$ cat src/rtl/lfsr_run_controller.sv
`default_nettype none
// ============================================================================
// Module      : lfsr_run_controller
// Description : Command sequencer for an 8-bit LFSR. It handles seed load,
//               run-N and step commands, zero-lockup recovery, and round-robin
//               synapse feedback arbitration.
// Revision    : 1.0
// ============================================================================
module lfsr_run_controller #(
    parameter logic [7:0] SEED_DEFAULT = 8'hA5,
    parameter int         HOLD_CYCLES  = 4
) (
    input  logic       clk,
    input  logic       reset_i,
    input  logic       cmd_valid_i,
    output logic       cmd_ready_o,
    input  logic [1:0] cmd_op_i,
    input  logic [7:0] cmd_arg_i,
    input  logic [7:0] lfsr_q_i,
    input  logic       excite_req_i,
    input  logic       inhibit_req_i,
    output logic       lfsr_en_o,
    output logic       lfsr_load_o,
    output logic [7:0] lfsr_seed_o,
    output logic [1:0] fb_sel_o,
    output logic       busy_o,
    output logic       done_o,
    output logic       lockup_o
);

    localparam int HW = $clog2(HOLD_CYCLES + 1);

    localparam logic [2:0] c_IDLE    = 3'd0;
    localparam logic [2:0] c_LOAD    = 3'd1;
    localparam logic [2:0] c_RUN     = 3'd2;
    localparam logic [2:0] c_RECOVER = 3'd3;
    localparam logic [2:0] c_DONE    = 3'd4;

    localparam logic [1:0] c_OP_NOP  = 2'd0;
    localparam logic [1:0] c_OP_LOAD = 2'd1;
    localparam logic [1:0] c_OP_RUN  = 2'd2;
    localparam logic [1:0] c_OP_STEP = 2'd3;

    localparam logic [1:0] c_FB_NATIVE  = 2'd0;
    localparam logic [1:0] c_FB_EXCITE  = 2'd1;
    localparam logic [1:0] c_FB_INHIBIT = 2'd2;

    logic [2:0]    r_state;
    logic [8:0]    r_steps;
    logic [HW-1:0] r_hold;
    logic          r_pend_e;
    logic          r_pend_i;
    logic          r_rr_inhibit;

    logic          w_accept;
    logic          w_arb;
    logic          w_grant_e;
    logic          w_grant_i;

    assign cmd_ready_o = (r_state == c_IDLE);
    assign busy_o      = (r_state != c_IDLE);
    assign w_accept    = cmd_valid_i && cmd_ready_o;

    always_ff @(posedge clk or posedge reset_i) begin
        if (reset_i) begin
            r_state     <= c_IDLE;
            r_steps     <= 9'd0;
            lfsr_en_o   <= 1'b0;
            lfsr_load_o <= 1'b0;
            lfsr_seed_o <= SEED_DEFAULT;
            done_o      <= 1'b0;
            lockup_o    <= 1'b0;
        end else begin
            case (r_state)
                c_IDLE: begin
                    if (w_accept) begin
                        lockup_o <= 1'b0;
                        case (cmd_op_i)
                            c_OP_LOAD: begin
                                r_state     <= c_LOAD;
                                lfsr_load_o <= 1'b1;
                                lfsr_seed_o <= (cmd_arg_i == 8'd0) ? SEED_DEFAULT : cmd_arg_i;
                            end
                            c_OP_RUN, c_OP_STEP: begin
                                r_state   <= c_RUN;
                                lfsr_en_o <= 1'b1;
                                if (cmd_op_i == c_OP_STEP)
                                    r_steps <= 9'd1;
                                else
                                    r_steps <= (cmd_arg_i == 8'd0) ? 9'd256 : {1'b0, cmd_arg_i};
                            end
                            default: ;
                        endcase
                    end
                end
                c_LOAD: begin
                    lfsr_load_o <= 1'b0;
                    done_o      <= 1'b1;
                    r_state     <= c_DONE;
                end
                c_RUN: begin
                    // The enabled cycle that exposes the zero state still counts as a step.
                    r_steps <= r_steps - 9'd1;
                    if (lfsr_q_i == 8'd0) begin
                        r_state     <= c_RECOVER;
                        lfsr_en_o   <= 1'b0;
                        lfsr_load_o <= 1'b1;
                        lfsr_seed_o <= SEED_DEFAULT;
                        lockup_o    <= 1'b1;
                    end else if (r_steps == 9'd1) begin
                        r_state   <= c_DONE;
                        lfsr_en_o <= 1'b0;
                        done_o    <= 1'b1;
                    end
                end
                c_RECOVER: begin
                    lfsr_load_o <= 1'b0;
                    if (r_steps == 9'd0) begin
                        r_state <= c_DONE;
                        done_o  <= 1'b1;
                    end else begin
                        r_state   <= c_RUN;
                        lfsr_en_o <= 1'b1;
                    end
                end
                c_DONE: begin
                    done_o  <= 1'b0;
                    r_state <= c_IDLE;
                end
                default: begin
                    r_state     <= c_IDLE;
                    lfsr_en_o   <= 1'b0;
                    lfsr_load_o <= 1'b0;
                    done_o      <= 1'b0;
                end
            endcase
        end
    end

    // Re-arbitrate in the last held cycle so a source keeps feedback for exactly HOLD_CYCLES enables.
    assign w_arb     = lfsr_en_o && ((r_hold == '0) || (r_hold == HW'(1)));
    assign w_grant_e = w_arb && r_pend_e && (!r_pend_i || !r_rr_inhibit);
    assign w_grant_i = w_arb && r_pend_i && !w_grant_e;

    always_ff @(posedge clk or posedge reset_i) begin
        if (reset_i) begin
            r_pend_e     <= 1'b0;
            r_pend_i     <= 1'b0;
            r_rr_inhibit <= 1'b0;
            r_hold       <= '0;
            fb_sel_o     <= c_FB_NATIVE;
        end else begin
            r_pend_e <= (r_pend_e && !w_grant_e) || excite_req_i;
            r_pend_i <= (r_pend_i && !w_grant_i) || inhibit_req_i;
            if (lfsr_en_o) begin
                if (w_grant_e) begin
                    fb_sel_o     <= c_FB_EXCITE;
                    r_hold       <= HW'(HOLD_CYCLES);
                    r_rr_inhibit <= 1'b1;
                end else if (w_grant_i) begin
                    fb_sel_o     <= c_FB_INHIBIT;
                    r_hold       <= HW'(HOLD_CYCLES);
                    r_rr_inhibit <= 1'b0;
                end else begin
                    if (r_hold != '0)
                        r_hold <= r_hold - HW'(1);
                    if (w_arb)
                        fb_sel_o <= c_FB_NATIVE;
                end
            end
        end
    end

endmodule
`default_nettype wire
$ cat config.mk
export PLATFORM = sky130hd
export DESIGN_NAME = lfsr_run_controller
export DESIGN_NICKNAME = d
export VERILOG_FILES = /design/src/rtl/lfsr_run_controller.sv
export SDC_FILE = /design/constraint.sdc
export NUM_CORES = 1
export LEC_CHECK = 0
export CAP_MARGIN = 20
export CORE_ASPECT_RATIO = 0.8
export CORE_MARGIN = 8
export CORE_UTILIZATION = 54
export DETAILED_ROUTE_END_ITERATION = 8
export GPL_TIMING_DRIVEN = 0
export PLACE_DENSITY = 0.84
export SLEW_MARGIN = 20
export SYNTH_ARGS = -nofsm -noshare
export SYNTH_HDL_FRONTEND = slang
export SYNTH_SLANG_ARGS = --single-unit
$ cat constraint.sdc
create_clock -name clk -period 2.3 [get_ports clk]
set_input_delay 0.69 -clock clk [delete_from_list [all_inputs] [get_ports clk]]
set_output_delay 0.69 -clock clk [all_outputs]
set_load 0.03 [all_outputs]
==> results of run 1 <==
area by class of cell:
| class | count | area, um2 |
|---|---|---|
| plain buffers | 7 | 60.1 |
| clock buffers | 7 | 96.3 |
| flip-flops and latches | 32 | 806 |
| multi-input cells | 138 | 903 |
| fillers | 272 | 951 |
| inverters | 21 | 78.8 |
| repair buffers | 38 | 374 |
| clock inverters | 1 | 30.0 |
| well taps | 42 | 52.6 |
stage by stage:
step / hold slack, ps / instance area, um2
after CTS: 471 / 2390
final: 467 / 2400
after floorplan: 463 / 1830
after global placement: 452 / 2270
after detailed placement: 456 / 2270
after global routing: 487 / 2400
logic make-up (layout without fill, tap and decap cells):
| group | count (synthesis) | in the layout | synth area share |
|---|---|---|---|
| AO/OA/AOI/OAI | 56 | 56 | 0.207 |
| XOR/XNOR | 2 | 2 | 0.00955 |
| adder cells (fa/ha/maj) | 6 | 6 | 0.0409 |
| buffers and inverters | 28 | 74 | 0.0757 |
| flip-flops | 32 | 32 | 0.439 |
| multiplexers | 9 | 9 | 0.0498 |
| AND/OR/NAND/NOR | 65 | 65 | 0.177 |
worst reg2reg max path: stages, from the launching register on:
cell	delay (ps)
dfrtp_1	340
buf_2	200
nor3b_1	590
a21oi_1	220
o211ai_1	250
nand2_1	80
final timing paths:
kind | end | slack (ps) | depth (start not counted)
hold reg to reg | lfsr_seed_o[7]$_DFFE_PP1P_ | 470 | 2
setup / recovery | lfsr_seed_o[7] | 120 | 1
hold / removal | lfsr_seed_o[7]$_DFFE_PP1P_ | 470 | 2
min in group asynchronous | lfsr_seed_o[4]$_DFFE_PP0P_ | 820 | 2
setup reg to reg | r_steps[8]$_DFFE_PP0P_ | 510 | 5
max in group asynchronous | done_o$_DFFE_PP0P_ | 1050 | 2
state kept, by name, indices dropped and copies added, names as in the netlist:
signal and cells:
fb_sel_o 2, lfsr_en_o 1, done_o 1, r_hold 3
r_pend_e 1, lfsr_seed_o 8, lfsr_load_o 1, lockup_o 1
r_steps 9, r_state 3, r_pend_i 1, r_rr_inhibit 1
routing by layer:
metal	global-route usage	up-vias
met2	0.247	34
li1	-	793
met1	0.227	745
met4	0.0622	0
met5	0	-
met3	0.0446	5
cell usage in the layout (no fill, tap or decap), drive strengths merged, types with 6 or more instances in the layout:
cell type	count
nor2	20
o21ai	15
mux2i	8
buf	7
a21oi	14
clkdlybuf4s50	36
clkbuf	8
dfrtp	28
nand2	18
inv	21
ha	6
power by group:
group	internal, mW	switching, mW	leakage [nW]	total, mW
Combinational	0.716	0.994	0.648	1.71
Sequential	0.840	0.205	0.380	1.04
Clock	0.382	0.205	0.0645	0.587
what timing repair did:
action / in CTS / in global routing
hold buffers: 0 / 0
pin swaps: 0 / 0
setup endpoints to repair: 2 / 12
gates resized for setup: 3 / 5
==> results.md, run 1 <==
* Outcome: finished, final reports clean
* Die width at 81.2 um
* Critical Path Source Type: register
* Critical Path, Cell by Cell: clkdlybuf4s50_1
* Final #Nets at 272
* Latest clock arrival within the worst-skew pair at 280 ps
* Worst hold path type: reg2reg
* Synth unique cells at 47
* CP peak stage delay at 680 ps
* Synth top area cells: dfrtp_1 (38%), dfstp_2 (5.7%), mux2i_1 (4.4%)
* Total Routing Usage GR at 0.166
* Synth cell count leaders: dfrtp_1 (28), inv_1 (21), nor2_1 (20), nand2_1 (18)
* First-pass GRT wire length at 6.97 mm
* I/O Pins at 39
* Post-synth top area cell: dfrtp_1
* Min cycle time layout at 2180 ps
* RePlAce Congestion at 0.936
* Largest net degree at the start of global routing at 33
* Final ANT Viol Nets at 0
* Syn_nets at 227
* Max-slew headroom at 0.554
* Highest metal used: met4
* Number of global-route vias before repair at 1458
* Area added between synthesis and finish at 30.9%
* Post-synth EDFFs at 0
* Initial core utilization at 0.547
* Final HPWL DP at 3.23 mm
* Grt ovf at 0
* Root buffer cell: clkbuf_8
* Met3 routed WL at 164 um
* Seq cells post-synth at 32
* Placed Instances at 278
* Final non-filler cell total at 286
* Postcts setup bufs at 0
* Slowest cell on crit path: clkdlybuf4s50_1
* Worst-path clk slew at 70 ps
* Setup crit end kind: output pin
* Met2 wire length at 2.00 mm
* Routed WL at 4.29 mm
* Core ar. at 0.00335 mm2
* TNS Setup at 0 ps
* Worst Min Path Start: lfsr_seed_o[7]$_DFFE_PP1P_
* Die area at 0.00553 mm2
* Endpoints failing hold at 0
* Fmax achieved at 0.458 GHz
* TritonCTS clock tree: done
* Asr flop ratio synth at 1.00
* Routed len/inst at 15.0 um
* 1st-iter DRT viols at 155
* Max Cap Viol at 0
* Initial antenna violation count at 0
* Port bufs at 38
* Period utilisation layout at 0.949
* Vias/cell at 5.51
* WL met1 at 2.08 mm
* CP Class: reg2out
* Leak pwr at 1.09 nW
* Post-synthesis sequential area ratio at 0.439
* Die height at 68.1 um
* Top-area cell type share of the netlist area at 0.382
* DP Worst Slack at -192 ps
* TritonCTS buffer count at 5
* Most common flop cell mapped by yosys: dfrtp_1
* Synth Cell Area at 0.00183 mm2
* RSZ-0062 raised after global routing: false
* VDD IR max at 775 uV
* Power Total at 3.34 mW
* CP startpoint: lfsr_seed_o[7]$_DFFE_PP1P_
* Worst setup margin at 118 ps
* Most frequent cell after synthesis: dfrtp_1
* Arrival time of the worst setup path at 1490 ps
* Critical path buffers and inverters at 1
* Share of cells above drive strength 1 at 0.123
* Least-Margin Pin Slew at 668 ps
* Top Family by Delay on Critical Path: buffers and inverters
* CTS max path bufs at 2
* Antenna diodes at 0
* Synth Area per Inst at 9.26 um2
* Final core utilization at 0.716
* Clk_skew at 3.88 ps
* Final setup violation count at 0
* Synthesized instance count at 198
* Required time worst endpoint at 1610 ps
* CTS sink cnt at 32
* Yosys warns at 0
* Final Max Slew Viols at 0
* Power Density at 1390 mW/mm2
* Critical R2R Launch: r_state[1]$_DFFE_PP0P_
* Crit path max fanout at 2
* Cell row count at 19
* DR pass1 iterations at 5
* Via count at 1577
* CTS H-Tree Depth at 2
* Remaining DRCs at 0
Note: power is estimated with default switching activity, not from simulation.
==> run 2: changes to the inputs <==
--- a/config.mk
+++ b/config.mk
@@ -5,13 +5,14 @@
 export SDC_FILE = /design/constraint.sdc
 export NUM_CORES = 1
 export LEC_CHECK = 0
+export ABC_AREA = 1
 export CAP_MARGIN = 20
-export CORE_ASPECT_RATIO = 0.8
+export CORE_ASPECT_RATIO = 1.75
 export CORE_MARGIN = 8
-export CORE_UTILIZATION = 54
+export CORE_UTILIZATION = 55
 export DETAILED_ROUTE_END_ITERATION = 8
 export GPL_TIMING_DRIVEN = 0
-export PLACE_DENSITY = 0.84
+export PLACE_DENSITY = 0.85
 export SLEW_MARGIN = 20
 export SYNTH_ARGS = -nofsm -noshare
 export SYNTH_HDL_FRONTEND = slang
==> run 2 against run 1 <==
Sequential share of layout area down 0.50 points. Synthesized cell count up 29%. Cell count up 21%. Clock-buffer cell count down 2. Wire length up 6.9%. Maximum frequency down 1.5%. Sequential cell count unchanged. Die area up 3.1%. Synthesized area up 4.4%. Combinational power up 18%. Critical path depth up 3. Critical path type unchanged. Highest routed layer unchanged.
==> results.md, run 2 <==
* RePlAce Congestion at 0.926
* TritonCTS buffer count at 5
* Max-slew headroom at 0.560
* Slowest cell on crit path: dfrtp_1
* Asr flop ratio synth at 1.00
* Final ANT Viol Nets at 0
* TNS Setup at 0 ps
* VDD IR max at 1160 uV
* Post-cts hold buffer count at 0
* Post-synth EDFFs at 0
* Most common flop cell mapped by yosys: dfrtp_1
* Critical Path, Cell by Cell: nor2_2 > nand2_4 > inv_4 > clkdlybuf4s15_1
* Post-synth top area cell: dfrtp_1
* Min cycle time layout at 2220 ps
* Setup crit end kind: output pin
* CTS sink cnt at 32
* Initial antenna violation count at 0
* Power Density at 1430 mW/mm2
* Synth cell count leaders: nand2_1 (73), inv_1 (35), dfrtp_1 (28), nor2_1 (26), nand3_1 (20)
* Vias/cell at 5.23
* Required time worst endpoint at 1610 ps
* Area added between synthesis and finish at 27.3%
* Syn_nets at 285
* Worst-path clk slew at 70 ps
* Yosys warns at 0
* Post-synthesis sequential area ratio at 0.421
* Die area at 0.00570 mm2
* Endpoints failing hold at 0
* Least-Margin Pin Slew at 659 ps
* Top Registers: r_steps (9), lfsr_seed_o (8)
* Top-area cell type share of the netlist area at 0.366
* First-pass GRT wire length at 7.82 mm
* Top Family by Delay on Critical Path: buffers and inverters
* WL met1 at 1.74 mm
* CTS max path bufs at 2
* Grt ovf at 0
* Core ar. at 0.00336 mm2
* Flip-flop and latch area at 806 um2
* Synth top area cells: dfrtp_1 (37%), nand2_1 (14%), inv_1 (6.9%)
* Port bufs at 38
* Postcts setup bufs at 0
* Root buffer cell: clkbuf_8
* Reg with most FFs: r_steps
* Highest metal used: met4
* Synth Area per Inst at 7.48 um2
* Worst hold path type: reg2reg
* Final HPWL DP at 3.65 mm
* Clk_skew at 7.05 ps
* Latest clock arrival within the worst-skew pair at 290 ps
* Initial core utilization at 0.569
* Seq cells post-synth at 32
* Met3 routed WL at 156 um
* CTS H-Tree Depth at 2
* Die width at 60.6 um
* Synth unique cells at 33
* Cell row count at 28
* Max Cap Viol at 0
* FF-to-FF setup slack at 690 ps
* DR pass1 iterations at 4
* Routed len/inst at 13.2 um
* Footprint of the multi-input gates at 925 um2
* Fmax achieved at 0.451 GHz
* Worst setup margin at 84.9 ps
* Total Routing Usage GR at 0.177
* TritonCTS clock tree: done
* Share of cells above drive strength 1 at 0.109
* 1st-iter DRT viols at 77
* Power Total at 3.48 mW
* RSZ-0062 raised after global routing: false
* Leak pwr at 1.24 nW
* Placed Instances at 339
* Synthesized instance count at 256
* Final Max Slew Viols at 0
* Remaining DRCs at 0
* Most frequent cell after synthesis: nand2_1
* Crit path max fanout at 5
* Via count at 1815
* Fill cells at 291
* Outcome: finished, final reports clean
* Synth Cell Area at 0.00191 mm2
* Max reg flops at 9
* Most frequent cells in the layout: nand2_1 (73), clkdlybuf4s50_1 (36), inv_1 (34)
* Final setup violation count at 0
* Critical path buffers and inverters at 2
* Largest net degree at the start of global routing at 33
* DP Worst Slack at 85.6 ps
* CP peak stage delay at 450 ps
* Die height at 94.0 um
* Antenna diodes at 0
* Commonest non-fill, non-tap cell in the layout: nand2_1
* CP Class: reg2out
* Arrival time of the worst setup path at 1530 ps
* Number of global-route vias before repair at 1808
* Met2 wire length at 2.60 mm
* Routed WL at 4.58 mm
* Final non-filler cell total at 347
* Period utilisation layout at 0.963
* Final #Nets at 330
* I/O Pins at 39
* Critical Path Source Type: register
run 2: cell count changes after synthesis, sizes merged, moves of 3 or more:
cell	delta
nand2	+60
nor2	+9
a21oi	-9
buf	-3
a31oi	-5
nor4	-3
o21ai	+7
and3	-4
inv	+18
mux2i	-8
nand3	+20
run 2: metrics by stage:
stage / cell area (um2) / util / hold slack, ps
after floorplan: 1910 / - / 463
after global placement: 2350 / 0.699 / 460
after detailed placement: 2350 / 0.699 / 463
after CTS: 2440 / 0.724 / 472
after global routing: 2440 / 0.725 / 491
final: 2440 / 0.725 / 468
run 2: where the power goes:
part / switching [mW] / internal, mW / leakage (nW) / total (mW)
Clock: 0.219 / 0.211 / 0.0479 / 0.430
Sequential: 0.182 / 0.848 / 0.384 / 1.03
Combinational: 1.25 / 0.765 / 0.813 / 2.02
run 2: cell families after synthesis:
family	count (synthesis)	share of synthesized area
DFF	32	0.421
adders and majority gates	6	0.0392
and+or+nand+nor	136	0.324
AOI/OAI and AO/OA	36	0.106
buffers and inverters	43	0.0961
xor gates and xnor gates	3	0.0137
run 2: timing repair:
action	4_1_cts	5_1_grt
pin swaps	0	0
setup endpoints to repair	2	1
resized for setup	2	1
run 2: area by class of cell:
type / instances / share of cell area
well taps: 45 / 0.0231
clock inverters: 3 / 0.00770
plain buffers: 4 / 0.0144
inverters: 39 / 0.0611
flip-flops and latches: 32 / 0.331
repair buffers: 38 / 0.156
clock buffers: 5 / 0.0282
multi-input cells: 181 / 0.379
run 2: routing by layer:
| layer | GRT usage | up-vias |
|---|---|---|
| li1 | - | 906 |
| met1 | 0.185 | 860 |
| met2 | 0.322 | 42 |
| met3 | 0.0384 | 7 |
| met4 | 0.0724 | 0 |
| met5 | 0 | - |
run 2: worst paths after layout:
| check | start | to | cells after the start |
|---|---|---|---|
| setup / recovery | r_state[0]$_DFFE_PP0P_ | cmd_ready_o | 4 |
| hold / removal | lfsr_seed_o[0]$_DFFE_PP1P_ | lfsr_seed_o[0]$_DFFE_PP1P_ | 2 |
| setup reg to reg | r_hold[0]$_DFFE_PP0P_ | r_hold[1]$_DFFE_PP0P_ | 9 |
| hold reg to reg | lfsr_seed_o[0]$_DFFE_PP1P_ | lfsr_seed_o[0]$_DFFE_PP1P_ | 2 |
| max in group asynchronous | reset_i | r_state[1]$_DFFE_PP0P_ | 2 |
| min in group asynchronous | reset_i | fb_sel_o[1]$_DFFE_PP0P_ | 2 |
run 2: tightest hold or removal path, delay by kind of cell (launching register included):
kind	cells	cell delay (ps)
flops	1	370
simple gates	1	50
compound gates	1	50
==> run 3: changes to the inputs <==
--- a/config.mk
+++ b/config.mk
@@ -13,6 +13,7 @@
 export DETAILED_ROUTE_END_ITERATION = 8
 export GPL_TIMING_DRIVEN = 0
 export PLACE_DENSITY = 0.85
+export SKIP_LAST_GASP = 1
 export SLEW_MARGIN = 20
 export SYNTH_ARGS = -nofsm -noshare
 export SYNTH_HDL_FRONTEND = slang
==> results of run 3 <==
No change in the layout: final DEF, timing and power equal those of run 2.
